$ cat src/rtl/tpu_acc_pkg.sv
// Shared types and default sizing for the K-tiled accumulator sequencer.
package tpu_acc_pkg;

    localparam int unsigned ACC_MAX_K     = 16;
    localparam int unsigned ACC_MAX_ROWS  = 256;
    localparam int unsigned ACC_ALIGN_LAT = 2;
    localparam int unsigned ACC_KW        = $clog2(ACC_MAX_K + 1);
    localparam int unsigned ACC_RW        = $clog2(ACC_MAX_ROWS + 1);

    typedef enum logic [2:0] {
        IDLE,
        ISSUE,
        FILL,
        GAP,
        DONE
    } acc_ctrl_state_e;

    typedef struct packed {
        logic [ACC_KW-1:0] k;
        logic [ACC_RW-1:0] rows;
    } acc_job_t;

endpackage

$ cat src/rtl/acc_buf_tracker.sv
// Full/empty bookkeeping for the two accumulator buffers; a same-cycle set beats a release.
module acc_buf_tracker (
    input  logic       clk,
    input  logic       rst_n,
    input  logic       set_en,
    input  logic       set_id,
    input  logic       rel_en,
    input  logic       rel_id,
    output logic [1:0] buf_full,
    output logic [1:0] buf_full_nxt_c,
    output logic       err_c
);

    always_comb begin
        buf_full_nxt_c = buf_full;
        if (rel_en) buf_full_nxt_c[rel_id] = 1'b0;
        if (set_en) buf_full_nxt_c[set_id] = 1'b1;
    end

    // Releasing an empty buffer, or racing the completion of that same buffer.
    assign err_c = rel_en && (!buf_full[rel_id] || (set_en && (set_id == rel_id)));

    always_ff @(posedge clk or negedge rst_n) begin
        if (!rst_n) begin
            buf_full <= 2'b00;
        end else begin
            buf_full <= buf_full_nxt_c;
        end
    end

endmodule

$ cat src/rtl/accumulator_ctrl.sv
// Multi-pass accumulator sequencer with double-buffered output.
// Optional ACC_CTRL_PERF_EN adds busy/stall performance counters.
module accumulator_ctrl
    import tpu_acc_pkg::*;
#(
    parameter int unsigned MAX_K     = ACC_MAX_K,
    parameter int unsigned MAX_ROWS  = ACC_MAX_ROWS,
    parameter int unsigned ALIGN_LAT = ACC_ALIGN_LAT,
    localparam int unsigned KW       = $clog2(MAX_K + 1),
    localparam int unsigned RW       = $clog2(MAX_ROWS + 1)
) (
    input  logic          clk,
    input  logic          rst_n,
    input  logic          cmd_valid,
    output logic          cmd_ready,
    input  logic [KW-1:0] cmd_k_passes,
    input  logic [RW-1:0] cmd_rows,
    output logic          mmu_start,
    input  logic          mmu_valid,
    output logic          acc_valid_in,
    output logic          acc_accumulate,
    output logic          acc_addr_sel,
    output logic          buf_done,
    output logic          buf_done_id,
    input  logic          buf_release,
    input  logic          buf_release_id,
    output logic          busy,
    output logic          err
`ifdef ACC_CTRL_PERF_EN
    ,
    output logic [31:0]   perf_busy_cycles,
    output logic [31:0]   perf_stall_cycles
`endif
);

    localparam int unsigned GW = (ALIGN_LAT > 1) ? $clog2(ALIGN_LAT) : 1;

    acc_ctrl_state_e state_q, state_nxt;
    acc_job_t        job_q, job_nxt;
    logic [KW-1:0]   pass_cnt_q, pass_cnt_nxt;
    logic [RW-1:0]   row_cnt_q, row_cnt_nxt;
    logic [GW-1:0]   gap_cnt_q, gap_cnt_nxt;
    logic            sel_nxt;
    logic            err_nxt;
    logic            accept_c;
    logic            set_en_c;
    logic [1:0]      buf_full;
    logic [1:0]      buf_full_nxt_c;
    logic            trk_err_c;

    assign accept_c     = cmd_valid && cmd_ready;
    assign set_en_c     = (state_q == DONE);
    // Beats are only forwarded while a pass is actually filling.
    assign acc_valid_in = mmu_valid && (state_q == FILL);

    acc_buf_tracker u_buf_tracker (
        .clk            (clk),
        .rst_n          (rst_n),
        .set_en         (set_en_c),
        .set_id         (acc_addr_sel),
        .rel_en         (buf_release),
        .rel_id         (buf_release_id),
        .buf_full       (buf_full),
        .buf_full_nxt_c (buf_full_nxt_c),
        .err_c          (trk_err_c)
    );

    always_comb begin
        state_nxt    = state_q;
        job_nxt      = job_q;
        pass_cnt_nxt = pass_cnt_q;
        row_cnt_nxt  = row_cnt_q;
        gap_cnt_nxt  = gap_cnt_q;
        sel_nxt      = acc_addr_sel;
        err_nxt      = err || trk_err_c;

        if (mmu_valid && (state_q != FILL)) err_nxt = 1'b1;

        unique case (state_q)
            IDLE: begin
                if (accept_c) begin
                    job_nxt.k    = ACC_KW'(cmd_k_passes);
                    job_nxt.rows = ACC_RW'(cmd_rows);
                    pass_cnt_nxt = '0;
                    row_cnt_nxt  = '0;
                    // Degenerate jobs are swallowed and flagged.
                    if ((cmd_k_passes == '0) || (cmd_rows == '0)) begin
                        err_nxt = 1'b1;
                    end else begin
                        state_nxt = ISSUE;
                    end
                end
            end
            ISSUE: state_nxt = FILL;
            FILL: begin
                if (mmu_valid) begin
                    if (row_cnt_q == RW'(job_q.rows - 1'b1)) begin
                        row_cnt_nxt = '0;
                        gap_cnt_nxt = '0;
                        state_nxt   = GAP;
                    end else begin
                        row_cnt_nxt = row_cnt_q + 1'b1;
                    end
                end
            end
            GAP: begin
                // Controls stay frozen until the align skew has flushed the last beat.
                if (gap_cnt_q == GW'(ALIGN_LAT - 1)) begin
                    if (pass_cnt_q == KW'(job_q.k - 1'b1)) begin
                        state_nxt = DONE;
                    end else begin
                        pass_cnt_nxt = pass_cnt_q + 1'b1;
                        state_nxt    = ISSUE;
                    end
                end else begin
                    gap_cnt_nxt = gap_cnt_q + 1'b1;
                end
            end
            DONE: begin
                state_nxt    = IDLE;
                sel_nxt      = ~acc_addr_sel;
                pass_cnt_nxt = '0;
            end
            default: state_nxt = IDLE;
        endcase
    end

    always_ff @(posedge clk or negedge rst_n) begin
        if (!rst_n) begin
            state_q        <= IDLE;
            job_q          <= '0;
            pass_cnt_q     <= '0;
            row_cnt_q      <= '0;
            gap_cnt_q      <= '0;
            acc_addr_sel   <= 1'b0;
            err            <= 1'b0;
            cmd_ready      <= 1'b0;
            mmu_start      <= 1'b0;
            acc_accumulate <= 1'b0;
            buf_done       <= 1'b0;
            buf_done_id    <= 1'b0;
            busy           <= 1'b0;
        end else begin
            state_q        <= state_nxt;
            job_q          <= job_nxt;
            pass_cnt_q     <= pass_cnt_nxt;
            row_cnt_q      <= row_cnt_nxt;
            gap_cnt_q      <= gap_cnt_nxt;
            acc_addr_sel   <= sel_nxt;
            err            <= err_nxt;
            cmd_ready      <= (state_nxt == IDLE) && !buf_full_nxt_c[sel_nxt];
            mmu_start      <= (state_nxt == ISSUE);
            acc_accumulate <= (pass_cnt_nxt != '0);
            buf_done       <= (state_nxt == DONE);
            buf_done_id    <= (state_nxt == DONE) && sel_nxt;
            busy           <= (state_nxt != IDLE);
        end
    end

`ifdef ACC_CTRL_PERF_EN
    // Saturating activity counters.
    always_ff @(posedge clk or negedge rst_n) begin
        if (!rst_n) begin
            perf_busy_cycles  <= 32'd0;
            perf_stall_cycles <= 32'd0;
        end else begin
            if (busy && (perf_busy_cycles != 32'hFFFF_FFFF)) begin
                perf_busy_cycles <= perf_busy_cycles + 32'd1;
            end
            if (cmd_valid && !cmd_ready && (perf_stall_cycles != 32'hFFFF_FFFF)) begin
                perf_stall_cycles <= perf_stall_cycles + 32'd1;
            end
        end
    end
`endif

endmodule
$ cat config.mk
export PLATFORM = sky130hd
export DESIGN_NAME = accumulator_ctrl
export DESIGN_NICKNAME = d
export VERILOG_FILES = /design/src/rtl/tpu_acc_pkg.sv /design/src/rtl/acc_buf_tracker.sv /design/src/rtl/accumulator_ctrl.sv
export SDC_FILE = /design/constraint.sdc
export NUM_CORES = 1
export LEC_CHECK = 0
export ABC_AREA = 0
export CAP_MARGIN = 10
export CORE_MARGIN = 2
export CORE_UTILIZATION = 44
export DETAILED_ROUTE_END_ITERATION = 8
export GPL_ROUTABILITY_DRIVEN = 1
export PLACE_DENSITY = 0.77
export SYNTH_ARGS = -nofsm -noshare
export SYNTH_HDL_FRONTEND = slang
export SYNTH_HIERARCHICAL = 1
export SYNTH_SLANG_ARGS = --single-unit
$ cat constraint.sdc
create_clock -name clk -period 2.9 [get_ports clk]
set_input_delay 0.29 -clock clk [delete_from_list [all_inputs] [get_ports clk]]
set_output_delay 0.29 -clock clk [all_outputs]
set_load 0.05 [all_outputs]
=== Word-level counts from Yosys, hierarchy flattened ===
Index checks and enable logic that the tools add are counted.
W data, S select, Z words.

* Add/subtract/negate cells: 5
* Multiply operators: 0
* Div/mod/pow operators: 0
* Magnitude comparators: 5
* Equal/unequal tests: 13
* Shifts and indexed selects: 0
* Muxes and demuxes: 34
* Bitwise operators: 4
* Reductions and logical operators: 25

{| class="wikitable"
|+ Operator list
! kind !! number
|-
| $mux W9 || 3
|-
| $mux W3 || 6
|-
| $pmux W9 S2 || 1
|-
| $mux W5 || 3
|-
| $pmux W5 S3 || 1
|-
| $mux W1 || 14
|-
| $pmux W3 S4 || 1
|-
| $add A9 B1 Y9 const B || 1
|-
| $eq A9 B9 Y1 || 1
|-
| $logic_and A1 B1 Y1 || 9
|-
| $logic_not A9 Y1 || 1
|-
| $sub A9 B1 Y9 const B || 1
|-
| $eq A3 B1 Y1 const B || 2
|-
| $eq A3 B2 Y1 const B || 2
|-
| $eq A3 B3 Y1 const B || 2
|-
| $logic_not A3 Y1 || 2
|-
| $lt A1 B2 Y1 const B || 3
|-
| $reduce_and A3 Y1 || 2
|-
| $add A5 B1 Y5 const B || 1
|-
| $eq A5 B5 Y1 || 1
|-
| $logic_not A5 Y1 || 1
|-
| $reduce_bool A5 Y1 || 1
|-
| $sub A5 B1 Y5 const B || 1
|-
| $mux W2 || 2
|-
| other kinds (17) || 24
|}

* Register bits after elaboration: 42
* Latch bits: 0
* RAM bits: 0
* ROM bits: 0
* Input bits: 20
* Logic and storage cells: 101
* Memories kept: 0

=== Longest topological paths before layout ===
Gate-level depths: netlist of the first run.

* Depth after elaboration: 13
* Gate-level depth with buffers: 9
* Mapped depth without buffers: 8

=== Hierarchy ===
The synthesis of the first run kept the hierarchy.

{| class="wikitable"
|+ By module, submodules not included
! module !! instances !! cells an instance !! area an instance (um^2) !! sequential area each (um^2)
|-
| accumulator_ctrl || 1 || 251 || 2279.7 || 1001.0
|-
| acc_buf_tracker || 1 || 11 || 112.6 || 50.0
|}

=== Worst setup path before layout of the first run ===
OpenSTA, ideal clock, no wires.

* Path type: reg-to-reg
* Start point: register job_q[0] in the netlist's numbering
* End point: register cmd_ready
* Library setup time: 0.120 ns
* Arrival time: 2.266 ns
* Required time: 2.780 ns
* Path slack: 0.514 ns
* Stages on the path, launching flop included: 10
* Path buffers: 1
* Clock period less this slack: 2.386 ns
* Path through: dfrtp_1 inv_1 ha_1 buf_6 nor2b_1 or3_1 a311oi_2 o311ai_2 or3_4 and4_1

* Word-level cells in the longest chain between the ends: 7

{| class="wikitable"
|+ RTL lines
! element !! RTL line !! RTL
|-
| start: declaration || accumulator_ctrl.sv:39 || <nowiki>acc_job_t job_q, job_nxt;</nowiki>
|-
| start signal: assignment || accumulator_ctrl.sv:145 || <nowiki>job_q <= job_nxt;</nowiki>
|-
| $sub A9 B1 Y9 || accumulator_ctrl.sv:97 || <nowiki>if (row_cnt_q == RW'(job_q.rows - 1'b1)) begin</nowiki>
|-
| $eq A9 B9 Y1 || accumulator_ctrl.sv:97 ||
|-
| $mux W3 || accumulator_ctrl.sv:97 ||
|-
| $mux W3 || accumulator_ctrl.sv:96 || <nowiki>if (mmu_valid) begin</nowiki>
|-
| $pmux W3 S4 || accumulator_ctrl.sv:79 || <nowiki>unique case (state_q)</nowiki>
|-
| $logic_not A3 Y1 || accumulator_ctrl.sv:151 || <nowiki>cmd_ready <= (state_nxt == IDLE) && !buf_full_nxt_c[sel_nxt];</nowiki>
|-
| $logic_and A1 B1 Y1 || accumulator_ctrl.sv:151 ||
|-
| end signal: assignment || accumulator_ctrl.sv:151 ||
|-
| end: declaration || accumulator_ctrl.sv:15 || <nowiki>output logic cmd_ready,</nowiki>
|}

Every way passes these cells.
A chain may end at the register's enable or synchronous reset.

=== Worst setup path after layout of the first run ===
* Start point: register state_q[1]
* End point: output port acc_valid_in

* Word-level cells in the longest chain between the ends: 2

{| class="wikitable"
|+ RTL lines
! element !! RTL line !! RTL
|-
| start: declaration || accumulator_ctrl.sv:38 || <nowiki>acc_ctrl_state_e state_q, state_nxt;</nowiki>
|-
| start signal: assignment || accumulator_ctrl.sv:144 || <nowiki>state_q <= state_nxt;</nowiki>
|-
| $eq A3 B2 Y1 || accumulator_ctrl.sv:54 || <nowiki>assign acc_valid_in = mmu_valid && (state_q == FILL);</nowiki>
|-
| $logic_and A1 B1 Y1 || accumulator_ctrl.sv:54 ||
|-
| end: declaration || accumulator_ctrl.sv:20 || <nowiki>output logic acc_valid_in,</nowiki>
|}

Every way passes these cells.

==> metrics.md, run 1 <==
| Metric | Value |
|---|---|
| Post-synthesis area per instance | `9.13 sq um` |
| Overall routing resource usage | `17.5%` |
| Initial core utilization | `between 40% and 50%` |
| Routed wire per std cell | `13.2 um` |
| Number of maximum-capacitance violations | `0` |
| Part of the Yosys area used for sequential elements | `a little over two fifths` |
| GRT overflow | `0` |
| Post-layout total power | `~2700 uW` |
| Count of warnings emitted by yosys | `6` |
| Ratio of total power to cell area | `948 nW/um^2` |
| Number of antenna violations at the first check in global routing | `0` |
| Final hold slack | `109 ps` |
| Routed Antenna Nets | `0` |
| Worst Path Class, Setup | `reg -> out` |
| Clk_lat worst skew | `300 ps` |
| Clock slew seen by the registers of the worst setup and hold paths | `approximately 90 ps` |
| Dpl hpwl | `3560 um` |
| IO buf count | `28` |
| CTS-repair resized insts | `0` |
| Area contributors post-synth | `dfrtp_1, nand2_1, xnor2_1` |
| Maximum number of pins on one net before global-route repair | `43` |
| Final critical path time including I/O delays and setup | `2740 ps` |
| Library cells used by synthesis | `47` |
| Final hold vios | `0` |
| CP endpoint kind | `output port` |
| Series of cell instances along the critical path | `nor2b_1 -> nor2b_1 -> nand2_1 -> clkinv_1 -> clkdlybuf4s50_1` |
| Total setup buffers inserted after CTS | `0` |
| Number of hold-repair buffers added at the cts stage | `0` |
| Setup-failing EPs final | `0` |
| Highest achievable clock rate | `365 MHz` |
| Via-per-instance ratio | `between 5 and 6` |
| FFs w/ async S/R, synth | `100%` |
| CTS buffer count | `5` |
| Synthesized net count | `286` |
| CP max stage delay | `800 ps` |
| Final number of max-transition violations | `0` |
| Std-Cell Core Area | `5170 sq um` |
| Antenna fix cells | `0` |
| Setup tns final | `0 ps` |
| Top flip-flop cell by instance count after synthesis | `dfrtp_1` |
| Synth top area share | `roughly 44%` |
| Synthesis-to-finish area growth | `18.4%` |
| Gate count of the mapped netlist | `262` |
| Area of the die | `~6000 sq um` |
| Run status | `finished, final reports clean` |
| Core Rows | `26` |
| Via count | `1934` |
| Length of the first detailed-routing pass in iterations | `4` |
| Crit path arrival time | `2450 ps` |
| Clk sink count | `42` |
| Clock H-tree levels | `2` |
| Fraction of layout instances using a drive strength above 1 | `6.14%` |
| Combined buffer and inverter count along the critical path | `2` |
| Critical Path Slowest Stage Cell | `clkdlybuf4s50_1` |
| DRT Wirelength | `4800 um` |
| I/O pins | `29` |
| Leakage component of the power | `0.00122 uW` |
| CTS Root Cell | `clkbuf_8` |
| Post-Synthesis Cell Area | `2390 sq um` |
| GPL Wtd Cong | `0.874` |
| Kind of start point of the critical path | `register` |
| Die Span X | `slightly below 80 um` |
| Final #Nets | `316` |
| Setup repair after global routing missed its margin | `false` |
| Cell class contributing the biggest share of worst-path delay | `buffers and inverters` |
| Top library cells by usage in the layout, fill and taps aside | `nand2_1, dfrtp_1, clkdlybuf4s50_1, nor3_1, o21ai_0` |
| Most common library cell in the layout ignoring fill and taps | `nand2_1` |
| Via count of the first global-routing pass | `1905` |
| Clock skew | `~6.2 ps` |
| Yosys reg bits | `42` |
| TritonCTS clock tree | `built` |
| Maximum fanout count along the critical path | `6` |
| Max clock buf depth | `2` |
| First-pass GRT wire length | `8420 um` |
| Total DRC errors in the routed layout | `0` |
| Cell accounting for the most synthesized area | `dfrtp_1` |
| First-iteration detailed-routing DRC count | `108` |
| Chip Height | `77.7 um` |
| Slew Limit Headroom | `39.2%` |
| Largest vdd supply drop | `0.393 mV` |
| Required time of the worst setup path | `2610 ps` |
| Final worst path period share | `94.4%` |
| Type of the worst min-delay path | `in -> async` |
| Worst Max-Slew Pin Slew | `around 900 ps` |
| Cell occurring most often along the worst timing path | `nor2b_1` |
| Number of enable-type register cells in the synthesized netlist | `0` |
[final timing paths]
path	from	end	slack (ps)	depth (start not counted)
max	state_q[1]$_DFF_PN0_	acc_valid_in	160	5
min	rst_n	pass_cnt_q[2]$_DFF_PN0_	110	1
max reg2reg	job_q[0]$_DFFE_PN0P_	row_cnt_q[1]$_DFFE_PN0P_	310	8
min reg2reg	err$_DFF_PN0_	err$_DFF_PN0_	490	2
max in group asynchronous	rst_n	job_q[6]$_DFFE_PN0P_	2210	1
min in group clk	err$_DFF_PN0_	err$_DFF_PN0_	490	2
[registers in the layout, indices dropped and copies added (netlist names)]
register and cells:
buf_done_id 1, mmu_start 1, acc_addr_sel 1, cmd_ready 1, buf_done 1, job_q 14
state_q 3, u_buf_tracker/buf_full 2, gap_cnt_q 1, err 1, acc_accumulate 1, busy 1
row_cnt_q 9, pass_cnt_q 5
[Yosys cell counts, types with 2 or more instances]
master    instances
o211ai_1          3
nand2b_1          4
nand2_1          50
nor2b_1           9
ha_1              4
inv_1            10
o21ai_0          14
mux2i_1           6
o221ai_1          2
clkbuf_1          6
and3b_1           2
xnor2_1          13
a32o_1            4
a311oi_2          2
and3_1            4
nand3_1          10
and2_1            5
or2_1             2
a21oi_1           3
nor3_1           14
dfrtp_1          42
nor2_1           13
a22o_1            3
xor2_1            7
o21ai_1           2
or4_1             5
a31oi_1           3
[layout make-up]
cell class	instances	area [sq um]
Multi-Input combinational cell	202	1270
Sequential cell	42	1050
Clock inverter	3	21.3
Timing Repair Buffer	30	290
Clock buffer	5	68.8
Fill cell	448	2340
Tap cell	70	87.6
Inverter	11	41.3
[power breakdown]
part / internal (uW) / switching, uW
logic: 551 / 736
registers: 780 / 234
clock network: 169 / 215
total: 1500 / 1190
[worst reg2reg max path, cell delays in order, from the launching register on]
cell and delay (ps):
dfrtp_1 430, inv_1 90, ha_1 300, nor2b_1 160, or3_1 350, a311oi_2 300
o311ai_2 230, or2_1 350, a32o_1 280
[routing by layer]
| metal | track usage [%] | vias to the layer above | part of all wire [%] |
|---|---|---|---|
| met5 | 0 | - | 0 |
| met4 | 7.32 | 0 | 1.9 |
| met3 | 4.07 | 8 | 5.0 |
| met2 | 27.8 | 51 | 44 |
| met1 | 22.8 | 892 | 49 |
| li1 | - | 983 | - |
[through the flow]
| step | util (%) | worst slack [ps] | cells | area [sq um] |
|---|---|---|---|---|
| finish | 54.8 | 162 | 363 | 2830 |
| global route | 54.8 | 19.2 | 363 | 2830 |
| CTS | 54.8 | 161 | 363 | 2830 |
| detailed placement | 53.0 | 314 | 355 | 2740 |
| global placement | 53.0 | 447 | 355 | 2740 |
| floorplan | - | 514 | 262 | 2390 |
[cells by family after synthesis]
family                     after synthesis  synth area share, %
muxes                                    6                 2.51
AOI/OAI and AO/OA                       46                 14.5
DFF                                     42                 43.9
and+or+nand+nor                        126                 26.5
xor gates and xnor gates                20                 7.32
adders and majority gates                4                 2.09
buffers and inverters                   18                 3.14
(Power assumes the default switching activity.)
==> run 2, diff against run 1 <==
--- a/config.mk
+++ b/config.mk
@@ -11,6 +11,7 @@
 export CORE_UTILIZATION = 44
 export DETAILED_ROUTE_END_ITERATION = 8
 export GPL_ROUTABILITY_DRIVEN = 1
+export MAX_ROUTING_LAYER = met4
 export PLACE_DENSITY = 0.77
 export SYNTH_ARGS = -nofsm -noshare
 export SYNTH_HDL_FRONTEND = slang
==> constraint.sdc (replaced) <==
create_clock -name clk -period 3.3 [get_ports clk]
set_input_delay 0.33 -clock clk [delete_from_list [all_inputs] [get_ports clk]]
set_output_delay 0.33 -clock clk [all_outputs]
set_load 0.05 [all_outputs]
==> metrics.md, run 2 (synthesis results as in run 1) <==
| Metric | Value |
|---|---|
| Run status | `finished, final reports clean` |
| Std-Cell Core Area | `5170 sq um` |
| Area of the die | `roughly 6000 sq um` |
| Max clock buf depth | `2` |
| Top library cells by usage in the layout, fill and taps aside | `nand2_1, dfrtp_1, clkdlybuf4s50_1, nor3_1, o21ai_0` |
| Required time of the worst setup path | `2970 ps` |
| Maximum fanout count along the critical path | `10` |
| CTS-repair resized insts | `0` |
| Setup tns final | `0 ps` |
| Via-per-instance ratio | `approximately 5.4` |
| Number of hold-repair buffers added at the cts stage | `0` |
| Register bank with the most flops | `job_q` |
| Final worst path period share | `87.1%` |
| Final number of max-transition violations | `0` |
| Length of the first detailed-routing pass in iterations | `4` |
| Most common library cell in the layout ignoring fill and taps | `nand2_1` |
| Clock H-tree levels | `2` |
| Final #Nets | `315` |
| Final critical path time including I/O delays and setup | `between 2000 and 3000 ps` |
| First-pass GRT wire length | `8470 um` |
| Registers with the most flip-flops | `job_q x14, row_cnt_q x9, pass_cnt_q x5` |
| Core Rows | `26` |
| Internal Pwr Total | `1410 uW` |
| R2R setup slack | `730 ps` |
| Die Span X | `slightly below 80 um` |
| Type of the worst min-delay path | `in -> async` |
| Number of flip-flops under the largest register name | `14` |
| Critical register-to-register path startpoint | `job_q[0]$_DFFE_PN0P_` |
| Comb power frac | `46.3%` |
| CP max stage delay | `between 800 and 900 ps` |
| Leakage component of the power | `0.00123 uW` |
| Largest vdd supply drop | `0.363 mV` |
| Clk_lat worst skew | `290 ps` |
| Clk sink count | `42` |
| Switching fraction of total power | `between 40% and 50%` |
| Share of the core filled with cells in the final layout | `55.1%` |
| Endpoint of the most critical register-to-register path | `row_cnt_q[1]$_DFFE_PN0P_` |
| IO buf count | `28` |
| Clock slew seen by the registers of the worst setup and hold paths | `approximately 80 ps` |
| Highest achievable clock rate | `348 MHz` |
| GPL Wtd Cong | `0.833` |
| TritonCTS clock tree | `built` |
| Initial core utilization | `46.3%` |
| Via count of the first global-routing pass | `1946` |
| Via count | `just under 2000` |
| Routed wire per std cell | `13.5 um` |
| Dpl hpwl | `about 3400 um` |
| Clock network fraction of design power | `17.0%` |
| Critical Path Slowest Stage Cell | `clkdlybuf4s50_1` |
| CP endpoint kind | `output port` |
| Synthesis-to-finish area growth | `19.0%` |
| Chip Height | `about 78 um` |
| Total DRC errors in the routed layout | `0` |
| CTS buffer count | `5` |
| Logic depth of the worst register-to-register path | `8` |
| Final hold vios | `0` |
| Ratio of total power to cell area | `854 nW/um^2` |
| Number of maximum-capacitance violations | `0` |
| Cell occurring most often along the worst timing path | `nor2b_1` |
| Final hold slack | `161 ps` |
| Slew Limit Headroom | `between 30% and 40%` |
| Worst Max-Slew Pin Slew | `between 900 and 1000 ps` |
| Maximum number of pins on one net before global-route repair | `43` |
| Antenna fix cells | `0` |
| First-iteration detailed-routing DRC count | `between 100 and 150` |
| Switching power summed over all nets | `approximately 1000 uW` |
| Setup-failing EPs final | `0` |
| DRT Wirelength | `4860 um` |
| I/O pins | `29` |
| Total setup buffers inserted after CTS | `0` |
| Overall routing resource usage | `18.1%` |
| Sequential Power Share | `36.7%` |
| Worst Path Class, Setup | `reg -> out` |
| Kind of start point of the critical path | `register` |
| Clock skew | `3.71 ps` |
| GRT overflow | `0` |
| Routed Antenna Nets | `0` |
| Crit path arrival time | `2550 ps` |
| Setup repair after global routing missed its margin | `false` |
| Fraction of layout instances using a drive strength above 1 | `5.50%` |
| Series of cell instances along the critical path | `nor2b_1 -> nor2b_1 -> nand2_1 -> clkinv_1 -> clkdlybuf4s50_1` |
| CTS Root Cell | `clkbuf_8` |
| Number of antenna violations at the first check in global routing | `0` |
[run 2: stage by stage]
step / power [uW] / setup WS (ps) / cells / cell area, sq um
2_1_floorplan: 1740 / 914 / 262 / 2390
5_1_grt: 2630 / 281 / 361 / 2850
3_5_place_dp: 2020 / 749 / 354 / 2740
3_3_place_gp: 1980 / 770 / 354 / 2740
4_1_cts: 2440 / 426 / 361 / 2850
6_report: 2430 / 425 / 361 / 2850
[run 2: final cells by class]
cell class,count,area [sq um]
multi-input combinational,202,1270
clock inverter,1,30.0
fill,477,2320
timing repair buffer,29,283
inverter,11,41.3
tap,70,87.6
sequential,42,1050
clock buffer,6,82.6
[run 2: worst max-delay path: cells and delay by family (launching register included)]
kind          cells  cell delay, ps
flops             1             410
simple gates      3             790
buf+inv           2            1060
[run 2: how the worst max path moves through the flow]
| stage | start | to | slack, ps | depth (start not counted) |
|---|---|---|---|---|
| floorplan | job_q[0]$_DFFE_PN0P_ | cmd_ready$_DFF_PN0_ | 910 | 9 |
| global placement | state_q[2]$_DFF_PN0_ | acc_valid_in | 770 | 5 |
| detailed placement | job_q[0]$_DFFE_PN0P_ | row_cnt_q[1]$_DFFE_PN0P_ | 750 | 8 |
| CTS | state_q[1]$_DFF_PN0_ | acc_valid_in | 430 | 5 |
| global route | state_q[1]$_DFF_PN0_ | acc_valid_in | 280 | 5 |
| finish | state_q[1]$_DFF_PN0_ | acc_valid_in | 420 | 5 |
[run 2: routing by layer]
layer	part of all wire, %	global-route usage [%]	vias to the layer above
met1	48	22.4	909
met5	0	-	-
met4	2.0	8.57	0
met2	46	28.7	40
li1	-	-	988
met3	3.5	3.37	10
[run 2: power by group through the flow]
stage / Combinational, uW / Clock [uW] / Sequential [uW]
after floorplan: 812 / 0 / 926
after global placement: 1100 / 0 / 890
after detailed placement: 1120 / 0 / 899
after CTS: 1130 / 421 / 891
after global routing: 1260 / 437 / 927
final: 1120 / 413 / 893
==> run 3, diff against run 2 <==
--- a/config.mk
+++ b/config.mk
@@ -13,6 +13,7 @@
 export GPL_ROUTABILITY_DRIVEN = 1
 export MAX_ROUTING_LAYER = met4
 export PLACE_DENSITY = 0.77
+export REMOVE_ABC_BUFFERS = 1
 export SYNTH_ARGS = -nofsm -noshare
 export SYNTH_HDL_FRONTEND = slang
 export SYNTH_HIERARCHICAL = 1
==> metrics.md, run 3 (synthesis results as in run 1) <==
| Metric | Value |
|---|---|
| Kind of start point of the critical path | `register` |
| Worst Max-Slew Pin Slew | `909 ps` |
| Initial core utilization | `46.3%` |
| Critical Path Slowest Stage Cell | `clkdlybuf4s50_1` |
| Final hold vios | `0` |
| Overall routing resource usage | `18.3%` |
| Length of the first detailed-routing pass in iterations | `4` |
| Highest achievable clock rate | `between 300 and 400 MHz` |
| Routed Antenna Nets | `0` |
| Setup repair after global routing missed its margin | `false` |
| Worst Path Class, Setup | `reg -> out` |
| Type of the worst min-delay path | `in -> async` |
| Clock skew | `11.6 ps` |
| I/O pins | `29` |
| Setup tns final | `0 ps` |
| Area of the die | `6040 sq um` |
| Std-Cell Core Area | `between 5000 and 6000 sq um` |
| Final #Nets | `315` |
| Met2 routed WL | `about 2300 um` |
| Most common library cell in the layout ignoring fill and taps | `nand2_1` |
| Final worst path period share | `86.3%` |
| Slew Limit Headroom | `39.4%` |
| Cell area reported after detailed placement | `2740 sq um` |
| CTS-repair resized insts | `0` |
| Fraction of layout instances using a drive strength above 1 | `5.82%` |
| Largest vdd supply drop | `~0.42 mV` |
| Registers with the most flip-flops | `job_q x14, row_cnt_q x9, pass_cnt_q x5` |
| Required time of the worst setup path | `2970 ps` |
| CP endpoint kind | `output port` |
| Crit path arrival time | `2520 ps` |
| Clk sink count | `42` |
| Final number of max-transition violations | `0` |
| Routed wire per std cell | `13.4 um` |
| Number of hold-repair buffers added at the cts stage | `0` |
| Clk_lat worst skew | `300 ps` |
| Clock H-tree levels | `2` |
| Met3 layer wire length in the routed design | `184 um` |
| Highest routing layer actually used | `met4` |
| Synthesis-to-finish area growth | `20.1%` |
| Total DRC errors in the routed layout | `0` |
| Final critical path time including I/O delays and setup | `around 2800 ps` |
| Run status | `finished, final reports clean` |
| First-pass GRT wire length | `8650 um` |
| Via count of the first global-routing pass | `1913` |
| Dpl hpwl | `between 3000 and 4000 um` |
| Number of antenna violations at the first check in global routing | `0` |
| Final cell area excluding filler cells | `around 2900 sq um` |
| Number of flip-flops under the largest register name | `14` |
| Ratio of total power to cell area | `871 nW/um^2` |
| CTS Root Cell | `clkbuf_8` |
| Cell occurring most often along the worst timing path | `nor2b_1` |
| Total setup buffers inserted after CTS | `0` |
| First-iteration detailed-routing DRC count | `130` |
| Core Rows | `26` |
| GRT overflow | `0` |
| DRT Wirelength | `between 4000 and 5000 um` |
| TritonCTS clock tree | `built` |
| Max clock buf depth | `2` |
| Number of maximum-capacitance violations | `0` |
| Chip Height | `77.7 um` |
| Register bank with the most flops | `job_q` |
| Via-per-instance ratio | `5.30` |
| Antenna fix cells | `0` |
| Series of cell instances along the critical path | `nor2b_1 -> nor2b_1 -> nand2_1 -> clkinv_1 -> clkdlybuf4s50_1` |
| IO buf count | `28` |
| Maximum number of pins on one net before global-route repair | `43` |
| Setup-failing EPs final | `0` |
| CP max stage delay | `840 ps` |
| Leakage component of the power | `0.00124 uW` |
| CTS buffer count | `5` |
| Clock slew seen by the registers of the worst setup and hold paths | `roughly 90 ps` |
| Length of routed wiring on met1 | `roughly 2300 um` |
| Top library cells by usage in the layout, fill and taps aside | `nand2_1, dfrtp_1, clkdlybuf4s50_1, nor3_1, o21ai_0` |
| Maximum fanout count along the critical path | `10` |
| GPL Wtd Cong | `~0.90` |
| Via count | `1918` |
| Die Span X | `77.7 um` |
==> run 3: per-layer routing <==
layer  vias to the layer above  track usage [%]
li1                        979                -
met1                       895             24.1
met2                        37             29.0
met3                         7             3.26
met4                         0             5.36
met5                         -                -
==> run 3: stage by stage <==
stage	power, uW	util (%)	hold WS (ps)	worst slack, ps	cells
2_1_floorplan	1720	-	34.4	347	255
3_3_place_gp	1990	52.9	475	835	354
3_5_place_dp	2020	52.9	494	750	354
4_1_cts	2520	55.5	181	452	362
5_1_grt	2710	55.5	225	302	362
6_report	2500	55.5	153	452	362
==> run 3: where the power goes <==
group          internal [uW]  switching, uW
clock network            303            188
logic                    478            638
registers                685            209
total                   1470           1030
==> run 3: cell type report <==
class                   instances  area (sq um)
clock buffers                   5          68.8
inverters                      11          41.3
repair buffers                 29           283
clock inverters                 3          68.8
fillers                       477          2300
flip-flops and latches         42          1050
multi-input cells             202          1270
well taps                      70          87.6
==> run 3: path summary, 6_finish.rpt <==
path | depth (start not counted) | slack (ps) | start | endpoint
min in group clk | 2 | 500 | job_q[13]$_DFFE_PN0P_ | job_q[13]$_DFFE_PN0P_
hold / removal | 1 | 150 | rst_n | pass_cnt_q[0]$_DFF_PN0_
hold reg to reg | 2 | 500 | job_q[13]$_DFFE_PN0P_ | job_q[13]$_DFFE_PN0P_
setup / recovery | 5 | 450 | state_q[1]$_DFF_PN0_ | acc_valid_in
setup reg to reg | 8 | 750 | job_q[0]$_DFFE_PN0P_ | row_cnt_q[1]$_DFFE_PN0P_
max in group asynchronous | 1 | 2580 | rst_n | job_q[7]$_DFFE_PN0P_
==> run 3: critical path: cells and delay by family, from the launching register on <==
family        cells  cell delay [ps]
simple gates      3              750
buf+inv           2             1050
flops             1              420
